==> src/rtl/kuuga_bram_arbiter_if.sv <==
// kuuga_bram_arbiter_if: requester, response and BRAM-side signals of the shared BRAM port.
interface kuuga_bram_arbiter_if #(
    parameter int NUM_CH     = 2,
    parameter int ADDR_WIDTH = 16,
    parameter int DATA_WIDTH = 32
);
    localparam int BE_W = DATA_WIDTH / 8;
    localparam int WA_W = ADDR_WIDTH - $clog2(BE_W);
    logic [NUM_CH-1:0]            req_valid;
    logic [NUM_CH-1:0]            req_ready;
    logic [NUM_CH-1:0]            req_we;
    logic [NUM_CH*BE_W-1:0]       req_be;
    logic [NUM_CH*ADDR_WIDTH-1:0] req_addr;
    logic [NUM_CH*DATA_WIDTH-1:0] req_wdata;
    logic [NUM_CH-1:0]            rsp_valid;
    logic [NUM_CH*DATA_WIDTH-1:0] rsp_rdata;
    logic [NUM_CH-1:0]            misalign_err;
    logic                         mem_en;
    logic [BE_W-1:0]              mem_we;
    logic [WA_W-1:0]              mem_addr;
    logic [DATA_WIDTH-1:0]        mem_wdata;
    logic [DATA_WIDTH-1:0]        mem_rdata;

    modport slave (
        input  req_valid, req_we, req_be, req_addr, req_wdata, mem_rdata,
        output req_ready, rsp_valid, rsp_rdata, misalign_err, mem_en, mem_we, mem_addr, mem_wdata
    );

    modport master (
        output req_valid, req_we, req_be, req_addr, req_wdata, mem_rdata,
        input  req_ready, rsp_valid, rsp_rdata, misalign_err, mem_en, mem_we, mem_addr, mem_wdata
    );
endinterface

==> src/rtl/kuuga_bram_arbiter.sv <==
// kuuga_bram_arbiter: round-robin share of one read-first single-port BRAM among NUM_CH requesters,
// with a channel-tag pipeline that routes every access's response back to its requester.
module kuuga_bram_arbiter #(
    parameter int NUM_CH       = 2,
    parameter int ADDR_WIDTH   = 16,
    parameter int DATA_WIDTH   = 32,
    parameter int READ_LATENCY = 1
) (
    input logic                 clk,
    input logic                 reset,
    kuuga_bram_arbiter_if.slave bus
);
    localparam int BE_W  = DATA_WIDTH / 8;
    localparam int OFF_W = $clog2(BE_W);
    localparam int WA_W  = ADDR_WIDTH - OFF_W;
    localparam int CH_W  = NUM_CH > 1 ? $clog2(NUM_CH) : 1;
    localparam int CW1   = CH_W + 1;
    localparam int NP    = 1 << CH_W;

    logic [CH_W-1:0]                   last;
    logic [CH_W-1:0]                   win;
    logic [CW1-1:0]                    cand;
    logic [NP-1:0]                     vld;
    logic                              any;
    logic [NUM_CH-1:0]                 grant;
    logic                              win_we;
    logic [BE_W-1:0]                   win_be;
    logic [ADDR_WIDTH-1:0]             win_addr;
    logic [DATA_WIDTH-1:0]             win_wdata;
    logic                              misaligned;
    logic [READ_LATENCY-1:0]           tag_v;
    logic [READ_LATENCY-1:0][CH_W-1:0] tag_ch;
    logic [NUM_CH-1:0]                 hit;
    logic [NUM_CH-1:0]                 rsp_v;
    logic [NUM_CH-1:0]                 err;
    logic [NUM_CH*DATA_WIDTH-1:0]      rsp_d;

    // Search last+1, last+2, ... wrapping at NUM_CH; vld is padded so every CH_W-bit index is legal.
    always_comb begin
        vld  = NP'(bus.req_valid);
        any  = 1'b0;
        win  = '0;
        cand = '0;
        for (int k = 1; k <= NUM_CH; k++) begin
            cand = {1'b0, last} + CW1'(k);
            cand = cand >= CW1'(NUM_CH) ? cand - CW1'(NUM_CH) : cand;
            if (!any && vld[cand[CH_W-1:0]]) begin
                any = 1'b1;
                win = cand[CH_W-1:0];
            end
        end
    end

    assign grant = any ? NUM_CH'(1) << win : '0;

    always_comb begin
        win_we    = 1'b0;
        win_be    = '0;
        win_addr  = '0;
        win_wdata = '0;
        for (int i = 0; i < NUM_CH; i++)
            if (grant[i]) begin
                win_we    = bus.req_we[i];
                win_be    = bus.req_be[i*BE_W +: BE_W];
                win_addr  = bus.req_addr[i*ADDR_WIDTH +: ADDR_WIDTH];
                win_wdata = bus.req_wdata[i*DATA_WIDTH +: DATA_WIDTH];
            end
    end

    assign misaligned = (win_addr & ADDR_WIDTH'(BE_W - 1)) != '0;

    assign bus.req_ready    = grant;
    assign bus.mem_en       = any;
    assign bus.mem_we       = any && win_we ? win_be : '0;
    assign bus.mem_addr     = WA_W'(win_addr >> OFF_W);
    assign bus.mem_wdata    = win_wdata;
    assign bus.rsp_valid    = rsp_v;
    assign bus.rsp_rdata    = rsp_d;
    assign bus.misalign_err = err;

    // The last tag stage lines up with mem_rdata; the response registers form the final stage.
    always_comb begin
        hit = '0;
        for (int i = 0; i < NUM_CH; i++)
            hit[i] = tag_v[READ_LATENCY-1] && tag_ch[READ_LATENCY-1] == CH_W'(i);
    end

    always_ff @(posedge clk or negedge reset) begin
        if (!reset) begin
            last   <= CH_W'(NUM_CH - 1);
            tag_v  <= '0;
            tag_ch <= '0;
            rsp_v  <= '0;
            rsp_d  <= '0;
            err    <= '0;
        end else begin
            if (any)
                last <= win;
            tag_v[0]  <= any;
            tag_ch[0] <= win;
            for (int s = 1; s < READ_LATENCY; s++) begin
                tag_v[s]  <= tag_v[s-1];
                tag_ch[s] <= tag_ch[s-1];
            end
            rsp_v <= hit;
            for (int i = 0; i < NUM_CH; i++)
                if (hit[i])
                    rsp_d[i*DATA_WIDTH +: DATA_WIDTH] <= bus.mem_rdata;
            if (misaligned)
                err <= err | grant;
        end
    end
endmodule

==> src/flat_wrapper.sv <==
// flat-port wrapper written by rule: the top's interface ports become plain ports
module kuuga_bram_arbiter_flat 
#(
    parameter int NUM_CH       = 2,
    parameter int ADDR_WIDTH   = 16,
    parameter int DATA_WIDTH   = 32,
    parameter int READ_LATENCY = 1
)
  (clk, reset, bus_req_valid, bus_req_we, bus_req_be, bus_req_addr, bus_req_wdata, bus_mem_rdata, bus_req_ready, bus_rsp_valid, bus_rsp_rdata, bus_misalign_err, bus_mem_en, bus_mem_we, bus_mem_addr, bus_mem_wdata);
  kuuga_bram_arbiter_if #(.NUM_CH(NUM_CH), .ADDR_WIDTH(ADDR_WIDTH), .DATA_WIDTH(DATA_WIDTH)) bus_i ();
  input logic clk;
  input logic reset;
  input wire logic [$bits(bus_i.req_valid)-1:0] bus_req_valid;
  input wire logic [$bits(bus_i.req_we)-1:0] bus_req_we;
  input wire logic [$bits(bus_i.req_be)-1:0] bus_req_be;
  input wire logic [$bits(bus_i.req_addr)-1:0] bus_req_addr;
  input wire logic [$bits(bus_i.req_wdata)-1:0] bus_req_wdata;
  input wire logic [$bits(bus_i.mem_rdata)-1:0] bus_mem_rdata;
  output wire logic [$bits(bus_i.req_ready)-1:0] bus_req_ready;
  output wire logic [$bits(bus_i.rsp_valid)-1:0] bus_rsp_valid;
  output wire logic [$bits(bus_i.rsp_rdata)-1:0] bus_rsp_rdata;
  output wire logic [$bits(bus_i.misalign_err)-1:0] bus_misalign_err;
  output wire logic [$bits(bus_i.mem_en)-1:0] bus_mem_en;
  output wire logic [$bits(bus_i.mem_we)-1:0] bus_mem_we;
  output wire logic [$bits(bus_i.mem_addr)-1:0] bus_mem_addr;
  output wire logic [$bits(bus_i.mem_wdata)-1:0] bus_mem_wdata;
  assign bus_i.req_valid = bus_req_valid;
  assign bus_i.req_we = bus_req_we;
  assign bus_i.req_be = bus_req_be;
  assign bus_i.req_addr = bus_req_addr;
  assign bus_i.req_wdata = bus_req_wdata;
  assign bus_i.mem_rdata = bus_mem_rdata;
  assign bus_req_ready = bus_i.req_ready;
  assign bus_rsp_valid = bus_i.rsp_valid;
  assign bus_rsp_rdata = bus_i.rsp_rdata;
  assign bus_misalign_err = bus_i.misalign_err;
  assign bus_mem_en = bus_i.mem_en;
  assign bus_mem_we = bus_i.mem_we;
  assign bus_mem_addr = bus_i.mem_addr;
  assign bus_mem_wdata = bus_i.mem_wdata;
  kuuga_bram_arbiter #(.NUM_CH(NUM_CH), .ADDR_WIDTH(ADDR_WIDTH), .DATA_WIDTH(DATA_WIDTH), .READ_LATENCY(READ_LATENCY)) u_core (.clk(clk), .reset(reset), .bus(bus_i));
endmodule
==> config.mk <==
export PLATFORM = sky130hd
export DESIGN_NAME = kuuga_bram_arbiter_flat
export DESIGN_NICKNAME = d
export VERILOG_FILES = /design/src/rtl/kuuga_bram_arbiter_if.sv /design/src/rtl/kuuga_bram_arbiter.sv /design/src/flat_wrapper.sv
export SDC_FILE = /design/constraint.sdc
export NUM_CORES = 1
export LEC_CHECK = 0
export CAP_MARGIN = 20
export CORE_AREA = 2 2 101 103
export DETAILED_ROUTE_END_ITERATION = 8
export DIE_AREA = 0 0 103 105
export GPL_TIMING_DRIVEN = 0
export HOLD_SLACK_MARGIN = 0.05
export PLACE_DENSITY = 0.87
export SYNTH_ARGS = -nofsm -noshare
export SYNTH_HDL_FRONTEND = slang
export SYNTH_SLANG_ARGS = --single-unit
==> constraint.sdc <==
create_clock -name clk -period 2.8 [get_ports clk]
set_input_delay 0.28 -clock clk [delete_from_list [all_inputs] [get_ports clk]]
set_output_delay 0.28 -clock clk [all_outputs]
set_load 0.03 [all_outputs]
==> flow_metrics.env <==
export IMPL_wl_per_cell_um=18.0
export IMPL_ys_ff_latch=71
export IMPL_ir_drop_mv=0.227
export IMPL_path_buf_inv=3
export IMPL_clockBufferDepth=2
export IMPL_placeableCoreArea_um2=9640
export IMPL_drv_slew=0
export IMPL_crit_fanout=10
export IMPL_totalWireLength_mm=11.4
export IMPL_first_pass_iters=4
export IMPL_hold_buffers=0
export IMPL_routed_via_density=4.80
export IMPL_layout_min_cycle_time_ps=2660
export IMPL_num_antenna_cells=0
export IMPL_r2r_setup_slack_ps=1380
export IMPL_yosys_warnings=0
export IMPL_holdCritPathClass="input port to async pin"
export IMPL_setup_viol=0
export IMPL_placementRows=36
export IMPL_dp_slack_ps=91.0
export IMPL_required_ps=2520
export IMPL_antenna_found_initial=1
export IMPL_synthesis_area_um2=3160
export IMPL_fin_tns_setup_ps=0
export IMPL_grt_pass1_vias=3145
export IMPL_syn_inst=219
export IMPL_finish_utilization_pct=63.9
export IMPL_yosysTopAreaCellShare_pct=55.5
export IMPL_hold_viol=0
export IMPL_clock_skew_ps=7.28
export IMPL_yosysSeqAreaShare_pct=56.3
export IMPL_status="finished clean"
export IMPL_ant_nets=0
export IMPL_clk_latency_ps=330
export IMPL_initial_core_util_pct=32.7
export IMPL_ioPinCount=263
export IMPL_cp_cell_sequence="nand2b_4 -> and2_1 -> buf_6 -> buf_2 -> a22o_1 -> clkdlybuf4s50_1"
export IMPL_criticalPathCategory="register to output port"
export IMPL_timing_hold_ws_ps=57.1
export IMPL_timing_fmax_mhz=376
export IMPL_fin_crit_sh_pct=94.9
export IMPL_synthTopCellsByArea="dfrtp_1 55%, mux2_1 23%, a22o_1 13%"
export IMPL_drc=0
export IMPL_die_w_um=103
export IMPL_gp_congestion=0.988
export IMPL_critPathTopFamily="buffers and inverters"
export IMPL_grt_overflow_total=0
export IMPL_vias=3024
export IMPL_relSlewSlack_pct=41.7
export IMPL_cp_arrival_ps=2380
export IMPL_setup_ws_ps=142
export IMPL_io_buffer_count=262
export IMPL_power_leakage_uw=0.00256
export IMPL_synth_top_area_cell="dfrtp_1"
export IMPL_drive_above_1_share_pct=8.25
export IMPL_dieArea_um2=10800
export IMPL_fin_nets=634
export IMPL_syn_nets=361
export IMPL_drt_iter0_drc=137
export IMPL_mostFrequentLayoutCells="258 x clkdlybuf4s50_1, 70 x dfrtp_1, 64 x mux2_1, 46 x a22o_1, 12 x buf_2"
export IMPL_tightest_slew_ps=874
export IMPL_layout_commonest_cell="clkdlybuf4s50_1"
export IMPL_yosysUniqueCellTypes=20
export IMPL_power_density_nw_per_um2=592
export IMPL_start_kind="register"
export IMPL_h_tree_depth=3
export IMPL_die_y_um=105
export IMPL_cp_end_kind="output port"
export IMPL_grt_max_degree=72
export IMPL_cts_sinks=71
export IMPL_area_delta_synth_final_pct=95.1
export IMPL_cts_buffers_inserted=9
export IMPL_grt_first_pass_wirelength_mm=16.8
export IMPL_cpMaxStageDelayCell="clkdlybuf4s50_1"
export IMPL_cts_root_buf="clkbuf_8"
export IMPL_cpPeakStageDelay_ps=690
export IMPL_maxCapViolations=0
export IMPL_track_usage_pct=20.4
export IMPL_rsz0062_at_grt="no"
export IMPL_synth_avg_cell_area_um2=14.4
export IMPL_clk_pin_slew_ps=80
export IMPL_hpwl_mm=9.17
export IMPL_cts_tree="built"
-- final timing paths --
kind                                                   startpoint                                      to  cells after the start
min reg2reg                u_core.bus.misalign_err[0]$_DFFE_PN0P_  u_core.bus.misalign_err[0]$_DFFE_PN0P_                      1
min                                                         reset    u_core.bus.rsp_rdata[55]$_DFFE_PN0P_                      1
min in group clk           u_core.bus.misalign_err[0]$_DFFE_PN0P_  u_core.bus.misalign_err[0]$_DFFE_PN0P_                      1
max                                       u_core.last$_DFFE_PN1N_                        bus_mem_wdata[4]                      6
max reg2reg                                u_core.tag_v$_DFF_PN0_    u_core.bus.rsp_rdata[51]$_DFFE_PN0P_                      3
max in group asynchronous                                   reset    u_core.bus.rsp_rdata[42]$_DFFE_PN0P_                      1
-- sequential cells by signal, indices dropped and copies added (netlist names) --
signal	count
u_core.bus.rsp_rdata	64
u_core.tag_ch	1
u_core.tag_v	1
u_core.bus.rsp_valid	2
u_core.bus.misalign_err	2
u_core.last	1
-- routing by layer --
layer,GRT usage (%),vias up,share of wire (%)
met5,0,-,0.097
met4,7.14,2,2.0
li1,-,1364,-
met3,7.22,24,9.9
met1,23.4,1468,37
met2,34.7,166,51
-- timing repair --
item                                    in CTS  in global routing
resized for setup                            0                  3
buffers inserted                             0                  0
endpoints found under the setup margin       0                  3
-- area by class of cell --
| class | instances | area [um2] |
|---|---|---|
| Buffer | 18 | 113 |
| Clock buffer | 11 | 151 |
| Clock inverter | 5 | 56.3 |
| Fill cell | 794 | 3480 |
| Inverter | 3 | 11.3 |
| Multi-Input combinational cell | 127 | 1250 |
| Sequential cell | 71 | 1780 |
| Tap cell | 133 | 166 |
| Timing Repair Buffer | 262 | 2630 |
-- synthesized netlist by cell type, drive strengths merged --
| cell | count |
|---|---|
| dfrtp | 70 |
| mux2 | 64 |
| a22o | 46 |
| buf | 18 |
| a32o | 4 |
| inv | 3 |
| nand2b | 3 |
| a21boi | 2 |
| and2 | 2 |
| o21ai | 2 |
| or2 | 2 |
| a21o | 1 |
| dfstp | 1 |
| nand2 | 1 |
-- kinds of logic after synthesis --
family / after synthesis / share of synthesized area, %
multiplexers: 64 / 22.8
AO/OA/AOI/OAI: 55 / 15.2
flip-flops: 71 / 56.3
buffers and inverters: 21 / 3.92
AND/OR/NAND/NOR: 8 / 1.74
-- power breakdown --
part | internal, uW | leakage (uW) | switching [uW] | total (uW)
combinational | 737 | 0.00163 | 805 | 1540
sequential | 1190 | 0.000821 | 83.5 | 1270
clock | 459 | 0.000105 | 369 | 827
total | 2390 | 0.00256 | 1260 | 3640
-- through the flow --
step                area [um2]  power [uW]  std cells
floorplan                 3160        2050        219
global placement          5950        2810        614
detailed placement        5940        2840        614
CTS                       6150        3680        630
global route              6160        3810        630
finish                    6160        3640        630
(Power assumes the default switching activity.)
